File: config.mk
export PLATFORM = sky130hd
export DESIGN_NAME = xcvr_reconfig_sequencer
export DESIGN_NICKNAME = d
export VERILOG_FILES = /design/src/rtl/xcvr_reconfig_sequencer.sv
export SDC_FILE = /design/constraint.sdc
export NUM_CORES = 1
export LEC_CHECK = 0
export BUFFER_PORTS_ARGS = -buffer_cell sky130_fd_sc_hd__buf_2
export CORE_ASPECT_RATIO = 0.75
export CORE_MARGIN = 8
export CORE_UTILIZATION = 25
export CTS_BUF_LIST = sky130_fd_sc_hd__clkbuf_8
export DETAILED_ROUTE_END_ITERATION = 16
export SLEW_MARGIN = 20
export SYNTH_ARGS = -nofsm -noshare
export SYNTH_HDL_FRONTEND = slang
export SYNTH_SLANG_ARGS = --single-unit
File: constraint.sdc
create_clock -name mgmt_clk_clk -period 5.1 [get_ports mgmt_clk_clk]
set_input_delay 0.765 -clock mgmt_clk_clk [delete_from_list [all_inputs] [get_ports mgmt_clk_clk]]
set_output_delay 0.765 -clock mgmt_clk_clk [all_outputs]
set_load 0.05 [all_outputs]
File: src/rtl/xcvr_reconfig_sequencer.sv
// -----------------------------------------------------------------------------
// xcvr_reconfig_sequencer
//
// Purpose:
//   Avalon-MM master for the transceiver reconfiguration management port
//   (7-bit address, 32-bit data, waitrequest). The port is shared between
//   NREQ requesters, such as the host CSR block and the link-tune logic, by
//   round-robin arbitration.
//   Each PMA analog read or write request becomes a fixed indirect register
//   sequence:
//     1. write the logical channel
//     2. write the PMA offset
//     3. write the data (writes only)
//     4. write the control/command register
//     5. poll the busy flag
//     6. read back the data register (reads only)
//   Exactly one response is returned per request.
//
// Ports:
//   mgmt_clk_clk               single clock
//   mgmt_rst_reset             synchronous active-high reset
//   req_valid[NREQ]            request pending; held until req_ready
//   req_ready[NREQ]            one-hot grant, combinational in IDLE;
//                              request fields are latched on this cycle
//   req_write[NREQ]            1 = PMA write, 0 = PMA read
//   req_chan[NREQ*CH_W]        logical channel, requester i at [i*CH_W +: CH_W]
//   req_offset[NREQ*6]         PMA analog offset
//   req_wdata[NREQ*16]         write value
//   rsp_valid[NREQ]            one-hot, one-cycle response pulse
//   rsp_rdata[16]              read value (0 for writes and errored ops)
//   rsp_error                  status error bit or poll timeout
//   reconfig_mgmt_*            Avalon-MM master; all outputs registered
//   busy                       sequencer is not idle
// -----------------------------------------------------------------------------
module xcvr_reconfig_sequencer #(
  parameter int         NREQ          = 2,
  parameter int         CH_W          = 10,
  parameter int         TIMEOUT_POLLS = 1023,
  parameter logic [6:0] A_CH          = 7'h08,
  parameter logic [6:0] A_CTRL        = 7'h0A,
  parameter logic [6:0] A_OFS         = 7'h0B,
  parameter logic [6:0] A_DATA        = 7'h0C
) (
  input  logic                 mgmt_clk_clk,
  input  logic                 mgmt_rst_reset,
  input  logic [NREQ-1:0]      req_valid,
  output logic [NREQ-1:0]      req_ready,
  input  logic [NREQ-1:0]      req_write,
  input  logic [NREQ*CH_W-1:0] req_chan,
  input  logic [NREQ*6-1:0]    req_offset,
  input  logic [NREQ*16-1:0]   req_wdata,
  output logic [NREQ-1:0]      rsp_valid,
  output logic [15:0]          rsp_rdata,
  output logic                 rsp_error,
  output logic [6:0]           reconfig_mgmt_address,
  output logic                 reconfig_mgmt_read,
  output logic                 reconfig_mgmt_write,
  output logic [31:0]          reconfig_mgmt_writedata,
  input  logic [31:0]          reconfig_mgmt_readdata,
  input  logic                 reconfig_mgmt_waitrequest,
  output logic                 busy
);

  localparam int IDX_W  = (NREQ > 1) ? $clog2(NREQ) : 1;
  localparam int PCNT_W = $clog2(TIMEOUT_POLLS + 1);
  // Poll count value at which a further busy read means timeout.
  localparam logic [PCNT_W-1:0] POLL_LAST = PCNT_W'(TIMEOUT_POLLS - 1);

  // Status bits in the control register.
  localparam int ST_BUSY = 8;
  localparam int ST_ERR  = 9;

  typedef enum logic [2:0] {
    S_IDLE,
    S_WR_CH,
    S_WR_OFS,
    S_WR_DATA,
    S_WR_CTRL,
    S_POLL,
    S_RD_DATA,
    S_RESP
  } state_t;

  state_t              state_reg;
  logic [IDX_W-1:0]    ptr_reg;
  logic [IDX_W-1:0]    gnt_reg;
  logic                wr_op_reg;
  logic [5:0]          ofs_reg;
  logic [15:0]         wdata_reg;
  logic                err_reg;
  logic [PCNT_W-1:0]   poll_cnt_reg;

  logic [6:0]          address_reg;
  logic                read_reg;
  logic                write_reg;
  logic [31:0]         writedata_reg;
  logic [NREQ-1:0]     rsp_valid_reg;
  logic [15:0]         rsp_rdata_reg;
  logic                rsp_error_reg;

  // ---------------------------------------------------------------------------
  // Per-requester field slices
  // ---------------------------------------------------------------------------
  logic [CH_W-1:0] chan_arr  [NREQ];
  logic [5:0]      ofs_arr   [NREQ];
  logic [15:0]     wdata_arr [NREQ];

  generate
    for (genvar gi = 0; gi < NREQ; gi++) begin : g_fields
      assign chan_arr[gi]  = req_chan[gi*CH_W +: CH_W];
      assign ofs_arr[gi]   = req_offset[gi*6 +: 6];
      assign wdata_arr[gi] = req_wdata[gi*16 +: 16];
    end
  endgenerate

  // ---------------------------------------------------------------------------
  // Round-robin arbiter
  //
  // req_upper holds the requests at or after the pointer. If any exist, the
  // lowest of them wins. Otherwise the search wraps to the lowest valid
  // request overall.
  // ---------------------------------------------------------------------------
  logic [NREQ-1:0]  req_upper;
  logic             grant_any;
  logic [IDX_W-1:0] grant_idx;
  logic [IDX_W-1:0] ptr_next;
  logic [NREQ-1:0]  grant_onehot;
  logic             grant_fire;

  always_comb begin
    req_upper = req_valid & ~((NREQ'(1) << ptr_reg) - NREQ'(1));
    grant_any = |req_valid;
    grant_idx = '0;
    if (|req_upper) begin
      for (int k = NREQ - 1; k >= 0; k--) begin
        if (req_upper[k]) begin
          grant_idx = IDX_W'(k);
        end
      end
    end else begin
      for (int k = NREQ - 1; k >= 0; k--) begin
        if (req_valid[k]) begin
          grant_idx = IDX_W'(k);
        end
      end
    end
  end

  assign ptr_next = (grant_idx == IDX_W'(NREQ - 1)) ? '0 : grant_idx + 1'b1;
  assign grant_onehot = NREQ'(1) << grant_idx;

  // Suppress the grant while reset is held. Otherwise a requester could
  // see req_ready and drop its request while the FSM is being cleared.
  assign grant_fire = (state_reg == S_IDLE) && grant_any && !mgmt_rst_reset;
  assign req_ready  = grant_fire ? grant_onehot : '0;

  // ---------------------------------------------------------------------------
  // Sequencer FSM
  //
  // The Avalon outputs are loaded on the same edge as the state transition.
  // The access for a state is therefore presented on the first cycle of
  // that state. The outputs hold until a cycle where waitrequest is low.
  // ---------------------------------------------------------------------------
  logic access_done;
  assign access_done = !reconfig_mgmt_waitrequest;

  always_ff @(posedge mgmt_clk_clk) begin
    if (mgmt_rst_reset) begin
      state_reg     <= S_IDLE;
      ptr_reg       <= '0;
      gnt_reg       <= '0;
      wr_op_reg     <= 1'b0;
      ofs_reg       <= '0;
      wdata_reg     <= '0;
      err_reg       <= 1'b0;
      poll_cnt_reg  <= '0;
      address_reg   <= '0;
      read_reg      <= 1'b0;
      write_reg     <= 1'b0;
      writedata_reg <= '0;
      rsp_valid_reg <= '0;
      rsp_rdata_reg <= '0;
      rsp_error_reg <= 1'b0;
    end else begin
      case (state_reg)
        S_IDLE: begin
          poll_cnt_reg <= '0;
          if (grant_any) begin
            gnt_reg       <= grant_idx;
            ptr_reg       <= ptr_next;
            wr_op_reg     <= req_write[grant_idx];
            ofs_reg       <= ofs_arr[grant_idx];
            wdata_reg     <= wdata_arr[grant_idx];
            err_reg       <= 1'b0;
            address_reg   <= A_CH;
            write_reg     <= 1'b1;
            writedata_reg <= 32'(chan_arr[grant_idx]);
            state_reg     <= S_WR_CH;
          end
        end

        S_WR_CH: begin
          if (access_done) begin
            address_reg   <= A_OFS;
            writedata_reg <= {26'b0, ofs_reg};
            state_reg     <= S_WR_OFS;
          end
        end

        S_WR_OFS: begin
          if (access_done) begin
            if (wr_op_reg) begin
              address_reg   <= A_DATA;
              writedata_reg <= {16'b0, wdata_reg};
              state_reg     <= S_WR_DATA;
            end else begin
              address_reg   <= A_CTRL;
              writedata_reg <= 32'h2;
              state_reg     <= S_WR_CTRL;
            end
          end
        end

        S_WR_DATA: begin
          if (access_done) begin
            address_reg   <= A_CTRL;
            writedata_reg <= 32'h1;
            state_reg     <= S_WR_CTRL;
          end
        end

        S_WR_CTRL: begin
          if (access_done) begin
            address_reg   <= A_CTRL;
            write_reg     <= 1'b0;
            read_reg      <= 1'b1;
            writedata_reg <= '0;
            state_reg     <= S_POLL;
          end
        end

        // read_reg stays high across back-to-back polls. Every completed
        // read counts toward the timeout.
        S_POLL: begin
          if (access_done) begin
            poll_cnt_reg <= poll_cnt_reg + 1'b1;
            if (!reconfig_mgmt_readdata[ST_BUSY]) begin
              if (wr_op_reg) begin
                address_reg   <= '0;
                read_reg      <= 1'b0;
                rsp_valid_reg <= NREQ'(1) << gnt_reg;
                rsp_rdata_reg <= '0;
                rsp_error_reg <= reconfig_mgmt_readdata[ST_ERR];
                state_reg     <= S_RESP;
              end else begin
                err_reg     <= reconfig_mgmt_readdata[ST_ERR];
                address_reg <= A_DATA;
                state_reg   <= S_RD_DATA;
              end
            end else if (poll_cnt_reg == POLL_LAST) begin
              // The engine never went idle, so the data register cannot
              // be trusted. Skip the readback.
              address_reg   <= '0;
              read_reg      <= 1'b0;
              rsp_valid_reg <= NREQ'(1) << gnt_reg;
              rsp_rdata_reg <= '0;
              rsp_error_reg <= 1'b1;
              state_reg     <= S_RESP;
            end
          end
        end

        S_RD_DATA: begin
          if (access_done) begin
            address_reg   <= '0;
            read_reg      <= 1'b0;
            rsp_valid_reg <= NREQ'(1) << gnt_reg;
            rsp_rdata_reg <= err_reg ? 16'h0 : reconfig_mgmt_readdata[15:0];
            rsp_error_reg <= err_reg;
            state_reg     <= S_RESP;
          end
        end

        S_RESP: begin
          rsp_valid_reg <= '0;
          rsp_rdata_reg <= '0;
          rsp_error_reg <= 1'b0;
          state_reg     <= S_IDLE;
        end

        default: begin
          state_reg <= S_IDLE;
        end
      endcase
    end
  end

  // Only the low half of readdata carries PMA data and status.
  logic unused_readdata_hi;
  assign unused_readdata_hi = ^reconfig_mgmt_readdata[31:16];

  assign reconfig_mgmt_address   = address_reg;
  assign reconfig_mgmt_read      = read_reg;
  assign reconfig_mgmt_write     = write_reg;
  assign reconfig_mgmt_writedata = writedata_reg;
  assign rsp_valid               = rsp_valid_reg;
  assign rsp_rdata               = rsp_rdata_reg;
  assign rsp_error               = rsp_error_reg;
  assign busy                    = (state_reg != S_IDLE);

endmodule

# Word level (Yosys, flattened, before mapping)
# Cells that the tools add are included.
[op_classes] shift=3 eq_ne=20 n_reduce_logical=23 bitwise=3 order_cmp=2 n_mux=83 addsub=3
[op_table] operator="2-to-1 mux 16 bit" count=10
[op_table] operator="2-to-1 mux 32 bit" count=5
[op_table] operator="one-hot mux 32 bit (5 select lines)" count=1
[op_table] operator="2-to-1 mux 7 bit" count=8
[op_table] operator="one-hot mux 16 bit (3 select lines)" count=1
[op_table] operator="one-hot mux 7 bit (6 select lines)" count=1
[op_table] operator="2-to-1 mux 10 bit" count=4
[op_table] operator="2-to-1 mux 3 bit" count=11
[op_table] operator="2-to-1 mux 1 bit" count=25
[op_table] operator="one-hot mux 3 bit (8 select lines)" count=1
[op_table] operator="inequality test 2 bit, second input constant" count=10
[op_table] operator="one-hot mux 10 bit (2 select lines)" count=1
[op_table] operator="2-to-1 mux 6 bit" count=3
[op_table] operator="AND reduction 8 bit" count=2
[op_table] operator="== test 3 bit, second input constant" count=4
[op_table] operator="2-to-1 mux 2 bit" count=6
[op_table] operator="AND reduction 6 bit" count=2
[op_table] operator="adder 10 x 1 -> 10 bit, second input constant" count=1
[op_table] operator="== test 10 bit, second input constant" count=1
[op_table] operator="AND reduction 5 bit" count=2
[op_table] operator="nonzero test 3 bit" count=3
[op_table] operator="== test 3 x 2 -> 1 bit, second input constant" count=2
[op_table] operator="inequality test 3 bit, second input constant" count=2
[op_table] operator="one-hot mux 1 bit (3 select lines)" count=2
[op_table] operator="other kinds (21)" count=29
[totals] input_bits=103 register_bits=99

# Depth between registers and ports, before layout
[depth] ltp_word=13 ltp_mapped=8 depth_no_buf=6

# Worst setup path before layout
# No wires, ideal clock.
[synth_timing] path_kind="input port to output port" start="input req_valid[0]" end="output req_ready[1]" stages=4 n_path_buf=2 arrival_ps=1872 required_ps=4335 slack_ps=2463 cell_sequence="nand2b_1 > and4_1 > buf_2 > clkbuf_1"
[synth_via] elab_chain_cells=5
[synth_lines] item="start: declaration" line_no="46" source="input logic [NREQ-1:0] req_valid,"
[synth_lines] item="bitwise AND 2 bit" line_no="131" source="req_upper = req_valid & ~((NREQ'(1) << ptr_reg) - NREQ'(1));"
[synth_lines] item="2-to-1 mux 1 bit / OR reduction 2 bit (equally long branches)" line_no="136, 134"
[synth_lines] item="2-to-1 mux 1 bit" line_no="134" source="if (|req_upper) begin"
[synth_lines] item="<< shifter 1 x 1 -> 2 bit" line_no="150" source="assign grant_onehot = NREQ'(1) << grant_idx;"
[synth_lines] item="2-to-1 mux 2 bit *" line_no="155" source="assign req_ready = grant_fire ? grant_onehot : '0;"
[synth_lines] item="end: declaration" line_no="47" source="output logic [NREQ-1:0] req_ready,"
# Mark *: on every way between the ends. The rest lies on a longest branch, timed or not.

# Worst setup path in the final report
[layout_timing] start="register state_reg[2]" end="output req_ready[0]"
[layout_via] elab_chain_cells=4
[layout_lines] item="start: declaration" line_no="84" source="state_t state_reg;"
[layout_lines] item="start signal: assignment" line_no="169" source="state_reg <= S_IDLE;"
[layout_lines] item="start signal: assignment" line_no="198" source="state_reg <= S_WR_CH;"
[layout_lines] item="start signal: assignment" line_no="206" source="state_reg <= S_WR_OFS;"
[layout_lines] item="logical NOT 3 bit" line_no="154" source="assign grant_fire = (state_reg == S_IDLE) && grant_any && !mgmt_rst_reset;"
[layout_lines] item="logical AND 1 bit (2 in series)" line_no="154"
[layout_lines] item="2-to-1 mux 2 bit" line_no="155"
# No other way between the ends.

==> results.toml <==
[timing]
maxSlewHeadroom = 0.425
rsz0062_at_grt = "no"
hold_viol_final = 0
setup_violations = 0
fin_setup_tns_ps = 0
fin_skew_ps = 9.55
slew_viol_final = 0
fmax_mhz = 296
timing.final.crit_share = 0.662
min_period_ps = 3380
tightestPinTransition_ps = 861

[cts]
htreeDepth = 3
post_cts_buffers = 0
cts.sinks = 80
clockRootBuffer = "clkbuf_8"
cts_buffers = 9
cts_tree = "yes"
ctsResizeCount = 0
clk_pin_slew_ps = 80
postCtsHoldBufs = 0
clock_path_buffers = 2
clock_latency_ps = 360

[logic_synthesis]
yosys-top-cells-count = "nand2_1 (101), dfxtp_1 (80), a22oi_1 (23), buf_4 (21)"
syn_area_per_cell_um2 = 8.58
yosys.cell_types.count = 61
synth_top_cell_area_share = 0.396
yosys-top-cells-area = "dfxtp_1 (40%), nand2_1 (9.4%), mux2i_1 (4.5%)"
synth_edf_count = 0
yosysMostFrequentCell = "nand2_1"
synthFlopType = "dfxtp_1"
yosysTopAreaCell = "dfxtp_1"
ys_seq_area_frac = 0.396
yosys_register_bits = 80
netlist_instances = 472
synthesis.area_um2 = 4050
ys_async_sr_fraction = 0
synth-warning-count = 0

[floorplan]
fp-row-count = 40
ioPinCount = 166
die_width_um = 163
initial_core_util = 0.254
dieArea_um2 = 20600
die_h_um = 126
core_um2 = 15900

[cells_and_area]
final_cells = 799
ff_latch_area_um2 = 1600
nets = 690
n_fill_cell = 1756
synthToLayoutAreaGrowth_pct = 22.4
multi_input_area_um2 = 2160
n_antenna_cell = 0
final_layout_size_suffix_gt1_frac = 0.284

[min_path]
min_path_type = "reg -> reg"

[critical_path]
required_ps = 4340
crit_type = "reg -> out"
crit_fanout = 25
cp-end-kind = "primary output"
start_kind = "flop"
critPathArrivalTime_ps = 2610

[placed_design]
portBuffers = 130
dp_cells = 784
dp_hpwl_mm = 9.64
place.gp.congestion = 0.775

[global_route]
grt_usage = 0.125
grt_pass1_wl_mm = 20.5
grt_start_max_net_pins = 33
antenna_found_initial = 0
grt_pass1_vias = 3716
overflow = 0

[power]
vdd_drop_max_mv = 0.173
p_per_area_nw_per_um2 = 486
p_leak_nw = 2.22

[routing]
drcViolationCount = 0
drtIter0Drc = 218
drtAntennaViolNets = 0
firstDrtPassIters = 4
drt-vias-per-instance = 4.72
routed_wirelength_mm = 12.9
vias = 3772
wire_per_inst_um = 16.1

[run_status]
outcome = "finished, final reports clean"

[run]
maxCapViolations = 0
## cell type report
class                      instances  area share
multi-input combinational        349       0.436
sequential                        80       0.323
timing repair buffer             138       0.143
tap                              210      0.0530
clock buffer                      10      0.0278
clock inverter                     5      0.0101
inverter                           7     0.00581
## cells in the final DEF, fill, tap and decap left out, types with 9 or more instances in the layout
cell type	Yosys	layout
and3_1	11	11
clkbuf_8	0	10
buf_2	9	130
a22oi_1	23	23
mux2i_1	18	18
nor2_1	13	13
dfxtp_1	80	80
conb_1	1	19
a21oi_1	20	19
a21boi_0	12	12
a311oi_1	10	10
o21ai_0	15	15
nand3_1	9	9
nand2_1	101	101
a211oi_1	14	14
## path summary, 6_finish.rpt
path | startpoint | end | slack (ps) | cells past startpoint
worst min register to register | rsp_rdata[12]$_SDFFE_PP0P_ | rsp_rdata[12]$_SDFFE_PP0P_ | 460 | 2
worst max register to register | state_reg[2]$_SDFFE_PP0P_ | reconfig_mgmt_address[3]$_SDFFE_PP0P_ | 2050 | 4
worst min-delay path | rsp_rdata[12]$_SDFFE_PP0P_ | rsp_rdata[12]$_SDFFE_PP0P_ | 460 | 2
worst max-delay path | state_reg[2]$_SDFFE_PP0P_ | req_ready[0] | 1720 | 5
## power breakdown
part	internal (mW)	leakage [nW]	switching, mW	total [mW]
sequential	0.760	0.653	0.118	0.878
clock	0.233	0.101	0.230	0.463
combinational	0.315	1.46	0.751	1.07
## metrics by stage
| step | area (um2) | setup WS, ps | hold WS [ps] | total power, mW | util |
|---|---|---|---|---|---|
| 3_5_place_dp | 4770 | 1930 | 441 | 1.95 | 0.299 |
| 2_1_floorplan | 4120 | 2460 | 418 | 1.68 | - |
| 5_1_grt | 4950 | 1550 | 480 | 2.56 | 0.311 |
| 4_1_cts | 4950 | 1700 | 460 | 2.43 | 0.311 |
| 3_3_place_gp | 4770 | 1920 | 433 | 1.96 | 0.299 |
| 6_report | 4950 | 1720 | 456 | 2.41 | 0.311 |
## worst max-delay path, stage by stage (launching register included)
cell,delay [ps]
dfxtp_1,590
nor3_4,550
inv_4,140
a2111oi_4,280
buf_4,350
buf_2,330
## logic make-up after synthesis
family	synth area share
AOI/OAI and AO/OA	0.257
buffers and inverters	0.0878
and+or+nand+nor	0.190
other	0.000926
adders and majority gates	0.00618
DFF	0.396
xor gates and xnor gates	0.0151
muxes	0.0473
## metal layers
metal,global-route usage,up-vias,part of all wire
li1,-,1907,-
met5,0,-,0
met4,0.0339,0,0.0087
met1,0.171,1741,0.49
met2,0.184,116,0.44
met3,0.0404,8,0.065
Note: power is estimated with default switching activity, not from simulation.
